### src/rtl/uart_pkg.sv
// Shared UART definitions: FSM state encoding, parity mode codes, frame width
// and small helpers used by both the receiver and transmitter.
package uart_pkg;

    typedef enum logic [2:0] {
        ST_IDLE   = 3'd0,
        ST_START  = 3'd1,
        ST_DATA   = 3'd2,
        ST_PARITY = 3'd3,
        ST_STOP   = 3'd4
    } uart_state_t;

    localparam int PARITY_NONE = 0;
    localparam int PARITY_ODD  = 1;
    localparam int PARITY_EVEN = 2;

    localparam int FRAME_BITS  = 8;

    // Prescaler divide ratio: floor(clk / (baud * oversample)), never below 1.
    function automatic int calc_div(input int clk_freq, input int baud, input int os);
        int d;
        d = clk_freq / (baud * os);
        return (d < 1) ? 1 : d;
    endfunction

    // Two-out-of-three vote used for noise-tolerant bit recovery.
    function automatic logic majority3(input logic a, input logic b, input logic c);
        return (a & b) | (a & c) | (b & c);
    endfunction

    // Parity bit the transmitter should have sent for this data byte.
    function automatic logic parity_bit(input logic [FRAME_BITS-1:0] d, input int mode);
        return (mode == PARITY_ODD) ? ~(^d) : (^d);
    endfunction

endpackage

### src/rtl/uart_baud_tick.sv
// Baud-rate prescaler: counts 0..DIV-1 and emits a one-cycle tick at DIV-1.
// A synchronous clear restarts the count so ticks can be phase-aligned to an
// external event (the start edge on RX, the start of a frame on TX).
module uart_baud_tick #(
    parameter int DIV = 13
) (
    input  logic clk,
    input  logic rst_n,
    input  logic clr,
    output logic tick
);

    localparam int CW = (DIV > 1) ? $clog2(DIV) : 1;
    localparam logic [CW-1:0] LAST = CW'(DIV - 1);

    logic [CW-1:0] cnt_reg;

    // Free-running modulo-DIV counter with synchronous clear.
    always_ff @(posedge clk or negedge rst_n) begin
        if (!rst_n) begin
            cnt_reg <= '0;
        end else if (clr || (cnt_reg == LAST)) begin
            cnt_reg <= '0;
        end else begin
            cnt_reg <= cnt_reg + 1'b1;
        end
    end

    // A clear in the same cycle suppresses the tick so the new phase starts clean.
    assign tick = (cnt_reg == LAST) && !clr;

endmodule

### src/rtl/uart_rx_os.sv
// Oversampling UART receiver (8N1 / 8O1 / 8E1, LSB first).
// Each bit is sampled three times around its midpoint and decided by majority.
// Good frames update dout_rx with a one-cycle done_rx; a low stop bit gives a
// frame_err pulse instead, and a parity mismatch rides along with done_rx.
module uart_rx_os
    import uart_pkg::*;
#(
    parameter int CLK_FREQ   = 1_000_000,
    parameter int BAUD       = 9600,
    parameter int OVERSAMPLE = 8,
    parameter int PARITY     = 0
) (
    input  logic       clk,
    input  logic       rst_n,
    input  logic       rx,
    output logic [7:0] dout_rx,
    output logic       done_rx,
    output logic       frame_err,
    output logic       parity_err,
    output logic       busy
);

    localparam int DIV = calc_div(CLK_FREQ, BAUD, OVERSAMPLE);
    localparam int SW  = $clog2(OVERSAMPLE);

    localparam logic [SW-1:0] S_LAST  = SW'(OVERSAMPLE - 1);
    localparam logic [SW-1:0] S_THIRD = SW'(OVERSAMPLE / 2 + 1);

    // Synchroniser and edge-detect history; all idle high out of reset.
    logic rx_meta_reg;
    logic rx_s_reg;
    logic rx_prev_reg;

    uart_state_t           state_reg;
    logic [SW-1:0]         s_cnt_reg;
    logic [2:0]            bit_idx_reg;
    logic [FRAME_BITS-1:0] shift_reg;
    logic                  par_bad_reg;
    logic [2:0]            samp_reg;

    logic       fall_edge;
    logic       start_clr;
    logic       tick;
    logic [2:0] samp_hit;
    logic       bit_end;
    logic       bit_maj;
    logic       stop_maj;

    // Two-flop synchroniser plus one flop of history for falling-edge detection.
    always_ff @(posedge clk or negedge rst_n) begin
        if (!rst_n) begin
            rx_meta_reg <= 1'b1;
            rx_s_reg    <= 1'b1;
            rx_prev_reg <= 1'b1;
        end else begin
            rx_meta_reg <= rx;
            rx_s_reg    <= rx_meta_reg;
            rx_prev_reg <= rx_s_reg;
        end
    end

    // Only a genuine 1->0 transition starts a frame; a held-low line does not.
    assign fall_edge = rx_prev_reg & ~rx_s_reg;
    assign start_clr = (state_reg == ST_IDLE) && fall_edge;

    uart_baud_tick #(
        .DIV(DIV)
    ) u_baud_tick (
        .clk  (clk),
        .rst_n(rst_n),
        .clr  (start_clr),
        .tick (tick)
    );

    // The three sample points sit at OS/2-1, OS/2 and OS/2+1 within each bit.
    generate
        for (genvar gi = 0; gi < 3; gi++) begin : g_samp_hit
            assign samp_hit[gi] = (s_cnt_reg == SW'(OVERSAMPLE / 2 - 1 + gi));
        end
    endgenerate

    // Capture the line at each of the three mid-bit sample points.
    always_ff @(posedge clk or negedge rst_n) begin
        if (!rst_n) begin
            samp_reg <= 3'b111;
        end else if (tick && (state_reg != ST_IDLE)) begin
            for (int i = 0; i < 3; i++) begin
                if (samp_hit[i]) begin
                    samp_reg[i] <= rx_s_reg;
                end
            end
        end
    end

    assign bit_end  = tick && (s_cnt_reg == S_LAST);
    assign bit_maj  = majority3(samp_reg[0], samp_reg[1], samp_reg[2]);
    // The stop decision is made on the third sample itself, so that sample is
    // taken straight from the synchroniser rather than from samp_reg.
    assign stop_maj = majority3(samp_reg[0], samp_reg[1], rx_s_reg);

    // Frame FSM with sample/bit counters and registered result strobes.
    always_ff @(posedge clk or negedge rst_n) begin
        if (!rst_n) begin
            state_reg   <= ST_IDLE;
            s_cnt_reg   <= '0;
            bit_idx_reg <= '0;
            shift_reg   <= '0;
            par_bad_reg <= 1'b0;
            dout_rx     <= '0;
            done_rx     <= 1'b0;
            frame_err   <= 1'b0;
            parity_err  <= 1'b0;
        end else begin
            done_rx    <= 1'b0;
            frame_err  <= 1'b0;
            parity_err <= 1'b0;

            if (state_reg == ST_IDLE) begin
                if (fall_edge) begin
                    state_reg   <= ST_START;
                    s_cnt_reg   <= '0;
                    par_bad_reg <= 1'b0;
                end
            end else if (tick) begin
                s_cnt_reg <= (s_cnt_reg == S_LAST) ? '0 : s_cnt_reg + 1'b1;

                case (state_reg)
                    ST_START: begin
                        if (bit_end) begin
                            // A start bit that votes high was a glitch.
                            state_reg   <= bit_maj ? ST_IDLE : ST_DATA;
                            bit_idx_reg <= '0;
                        end
                    end
                    ST_DATA: begin
                        if (bit_end) begin
                            shift_reg <= {bit_maj, shift_reg[FRAME_BITS-1:1]};
                            if (bit_idx_reg == 3'(FRAME_BITS - 1)) begin
                                state_reg <= (PARITY != PARITY_NONE) ? ST_PARITY : ST_STOP;
                            end else begin
                                bit_idx_reg <= bit_idx_reg + 1'b1;
                            end
                        end
                    end
                    ST_PARITY: begin
                        if (bit_end) begin
                            par_bad_reg <= (bit_maj != parity_bit(shift_reg, PARITY));
                            state_reg   <= ST_STOP;
                        end
                    end
                    ST_STOP: begin
                        // Decide early, at the third sample, so the next start
                        // edge can arrive right after a one-bit stop.
                        if (s_cnt_reg == S_THIRD) begin
                            if (stop_maj) begin
                                dout_rx    <= shift_reg;
                                done_rx    <= 1'b1;
                                parity_err <= (PARITY != PARITY_NONE) && par_bad_reg;
                            end else begin
                                frame_err <= 1'b1;
                            end
                            state_reg <= ST_IDLE;
                            s_cnt_reg <= '0;
                        end
                    end
                    default: begin
                        state_reg <= ST_IDLE;
                    end
                endcase
            end
        end
    end

    assign busy = (state_reg != ST_IDLE);

endmodule

### config.mk
export PLATFORM = sky130hd
export DESIGN_NAME = uart_rx_os
export DESIGN_NICKNAME = d
export VERILOG_FILES = /design/src/rtl/uart_pkg.sv /design/src/rtl/uart_baud_tick.sv /design/src/rtl/uart_rx_os.sv
export SDC_FILE = /design/constraint.sdc
export NUM_CORES = 1
export LEC_CHECK = 0
export ABC_AREA = 1
export BUFFER_PORTS_ARGS = -buffer_cell sky130_fd_sc_hd__buf_2
export CORE_ASPECT_RATIO = 0.7
export CORE_MARGIN = 2
export CORE_UTILIZATION = 58
export DETAILED_ROUTE_END_ITERATION = 12
export GPL_ROUTABILITY_DRIVEN = 0
export PLACE_DENSITY_LB_ADDON = 0.3
export SETUP_SLACK_MARGIN = 0.05
export SYNTH_ARGS = -nofsm -noshare
export SYNTH_HDL_FRONTEND = slang
export SYNTH_SLANG_ARGS = --single-unit
### constraint.sdc
create_clock -name clk -period 1.5 [get_ports clk]
set_input_delay 0.45 -clock clk [delete_from_list [all_inputs] [get_ports clk]]
set_output_delay 0.45 -clock clk [all_outputs]
set_load 0.01 [all_outputs]
==> impl_metrics.tcl <==
set metrics [dict create \
    max_stage_delay_ns 0.40 \
    ios 15 \
    antenna_found_initial 0 \
    seq_area_frac_synth_pct 54.6 \
    syn_inst 184 \
    synth_cell_types 26 \
    port_buffers 13 \
    cts_sinks 37 \
    arrival_ns 1.81 \
    yosysWarnings 0 \
    r2r_slack_ns -0.08 \
    viasPerCell 5.76 \
    r2r_cells 10 \
    power.share.sequential_pct 36.6 \
    vdd_drop_max_v 0.00132 \
    crit_fanout 4 \
    dieWidth_um 68.9 \
    grt_overflow 0 \
    cts_root_buf "clkbuf_8" \
    maxCapViolCount 0 \
    vias 1562 \
    nFillCells 127 \
    grt_use_total_pct 29.1 \
    status "finished, violations left" \
    avgRoutedWirePerCell_um 18.1 \
    worstSetupPathType "reg -> reg" \
    clkTransAtPathRegs_ns 0.07 \
    critPathRequiredTime_ns 1.73 \
    rows 16 \
    hp-class "in -> async" \
    htreeDepth 2 \
    grt_max_degree 22 \
    dpl_worst_slack_ns -0.0559 \
    timing.hold.ws_ns 0.0711 \
    ant_nets 0 \
    critPathLaunchType "flop" \
    dieArea_mm2 0.00341 \
    die_height_um 49.4 \
    n_antenna_cell 0 \
    dpl_cell_area_mm2 0.00190 \
    drive_gt1_share_pct 48.1 \
    setup_violations 12 \
    drt-total-wl_um 4910 \
    yosys_register_bits 37 \
    grt_pass1_wl_um 7050 \
    p_per_area_mw_per_mm2 1480 \
    r2r-end "samp_reg[2]$_DFFE_PN1P_" \
    drc 0 \
    cts_hold_buf 0 \
    area_growth_pct 39.5 \
    firstDrtPassIters 4 \
    seqCellArea_um2 937 \
    crit_family "simple AND/OR/NAND/NOR gates" \
    violations "setup timing" \
    critical_path_buf_inv_count 4 \
    fmax_mhz 633 \
    postLayoutCellArea_mm2 0.00239 \
    design.core.area_mm2 0.00280 \
    path_cells "inv_1, ha_1, nand3_2, inv_2, nand2_1, inv_2, buf_4, nand3_1, nand2_1, o21ai_2" \
    synth_nets 196 \
    avgSynthCellArea_um2 9.30 \
    syn_area_mm2 0.00171 \
    drtIter0Drc 138 \
    insertion_delay_ns 0.30 \
    final_nets 246 \
    cts_tree "yes" \
    timing.rr.start "u_baud_tick.cnt_reg[1]$_DFF_PN0_" \
    numCtsBuffers 5 \
    place_hpwl_um 2470 \
    cp-end-kind "flop" \
    stdcell_count 271 \
    placed_cells 241 \
    min_period_ns 1.58 \
    internal-power_mw 2.26 \
    slew_violations 0 \
    switching_power_mw 1.28 \
    rsz0062_at_grt "true" \
    fin_ws_ns -0.0801 \
    crit_path_top_delay_cell "dfrtp_1" \
    clockBufferDepth 2 \
    initial_core_util_pct 61.0 \
    hold_viol_final 0 \
    clock_skew_ns 0.00825 \
    p_comb_share_pct 37.4 \
    total_leakage_power_nw 1.16 \
    first_global_vias 1565 \
    p_clk_share_pct 26.0 \
    switching_share_pct 36.1 \
    multiInputGateArea_um2 825 \
    post-route-period-util_pct 105 \
]
## worst reg2reg max path: stages (launching register included)
cell     delay (ns)
dfrtp_1        0.40
inv_1          0.07
ha_1           0.17
nand3_2        0.11
inv_2          0.10
nand2_1        0.13
inv_2          0.13
buf_4          0.13
nand3_1        0.11
nand2_1        0.11
o21ai_2        0.05
## logic make-up (layout without fill, tap and decap cells)
family,after synthesis,count (layout),share of synthesized area (%)
compound gates,25,25,8.85
xor+xnor,2,2,1.02
fa+ha+maj,9,9,6.58
buf+inv,28,78,6.88
flops,37,37,54.6
other cells,1,1,0.219
simple gates,82,83,21.9
## placed cells by master (no fill, tap or decap), drive strengths merged
cell type,count
ha,9
inv,25
nand4,2
dfrtp,31
dfstp,6
clkinvlp,1
nand3,16
a21oi,1
nor3,3
xnor2,1
bufinv,1
conb,1
o21ai,24
clkbuf,6
xor2,1
nor2,13
nand2,49
buf,45
## synth_stat cells, drive strengths merged
cell type / instances / area share (%)
nand2: 49 / 11
dfrtp: 31 / 45
inv: 24 / 5.3
o21ai: 24 / 8.6
nand3: 15 / 5.4
nor2: 13 / 2.9
ha: 9 / 6.6
dfstp: 6 / 9.2
buf: 3 / 1.4
nor3: 3 / 1.8
nand4: 2 / 0.73
a21oi: 1 / 0.29
clkinv: 1 / 0.22
conb: 1 / 0.22
xnor2: 1 / 0.51
xor2: 1 / 0.51
## worst max path at each step
stage	start	to	slack (ns)	depth (start not counted)
after floorplan	s_cnt_reg[1]$_DFFE_PN0P_	dout_rx[7]$_DFFE_PN0P_	0.08	8
after global placement	s_cnt_reg[1]$_DFFE_PN0P_	dout_rx[3]$_DFFE_PN0P_	0.06	7
after detailed placement	s_cnt_reg[1]$_DFFE_PN0P_	dout_rx[5]$_DFFE_PN0P_	-0.06	7
after CTS	state_reg[1]$_DFFE_PN0P_	busy	0.01	3
after global routing	u_baud_tick.cnt_reg[1]$_DFF_PN0_	samp_reg[2]$_DFFE_PN1P_	-0.13	10
final	u_baud_tick.cnt_reg[1]$_DFF_PN0_	samp_reg[2]$_DFFE_PN1P_	-0.08	10
## power by group through the flow
stage                     Combinational, mW  Clock (mW)  Sequential (mW)
final                                  1.32       0.917             1.29
after global routing                   1.42       0.965             1.31
after CTS                             0.956       0.911             1.27
after detailed placement              0.688           0             1.28
after global placement                0.635           0             1.26
after floorplan                       0.449           0             1.25
## what timing repair did
action | 4_1_cts | 5_1_grt
endpoints found under the setup margin | 17 | 30
resized for setup | 26 | 30
setup buffers | 12 | 9
pin swaps | 6 | 12
gates cloned | 1 | 0
## layout make-up
cell class | instances | area share [%]
Clock inverter | 2 | 1.57
Clock buffer | 6 | 3.46
Inverter | 25 | 4.35
Tap cell | 36 | 1.89
Multi-Input combinational cell | 120 | 34.6
Timing Repair Buffer | 45 | 14.9
Sequential cell | 37 | 39.3
## layer usage
| metal | up-vias | share of wire (%) | wire length, um | GRT usage, % |
|---|---|---|---|---|
| li1 | 684 | - | - | - |
| met1 | 775 | 39 | 1900 | 34.0 |
| met2 | 72 | 51 | 2500 | 48.7 |
| met3 | 31 | 5.9 | 291 | 10.4 |
| met4 | 0 | 4.6 | 227 | 10.1 |
| met5 | - | 0 | 0 | 0 |
## through the flow
| step | total power [mW] | utilization, % | setup TNS, ns |
|---|---|---|---|
| floorplan | 1.70 | - | 0 |
| CTS | 3.14 | 78.9 | 0 |
| finish | 3.53 | 85.1 | -0.330 |
| global route | 3.69 | 85.1 | -1.74 |
| global placement | 1.90 | 67.9 | 0 |
| detailed placement | 1.97 | 67.9 | -0.226 |
No activity file was read; power rests on OpenSTA's default activity.
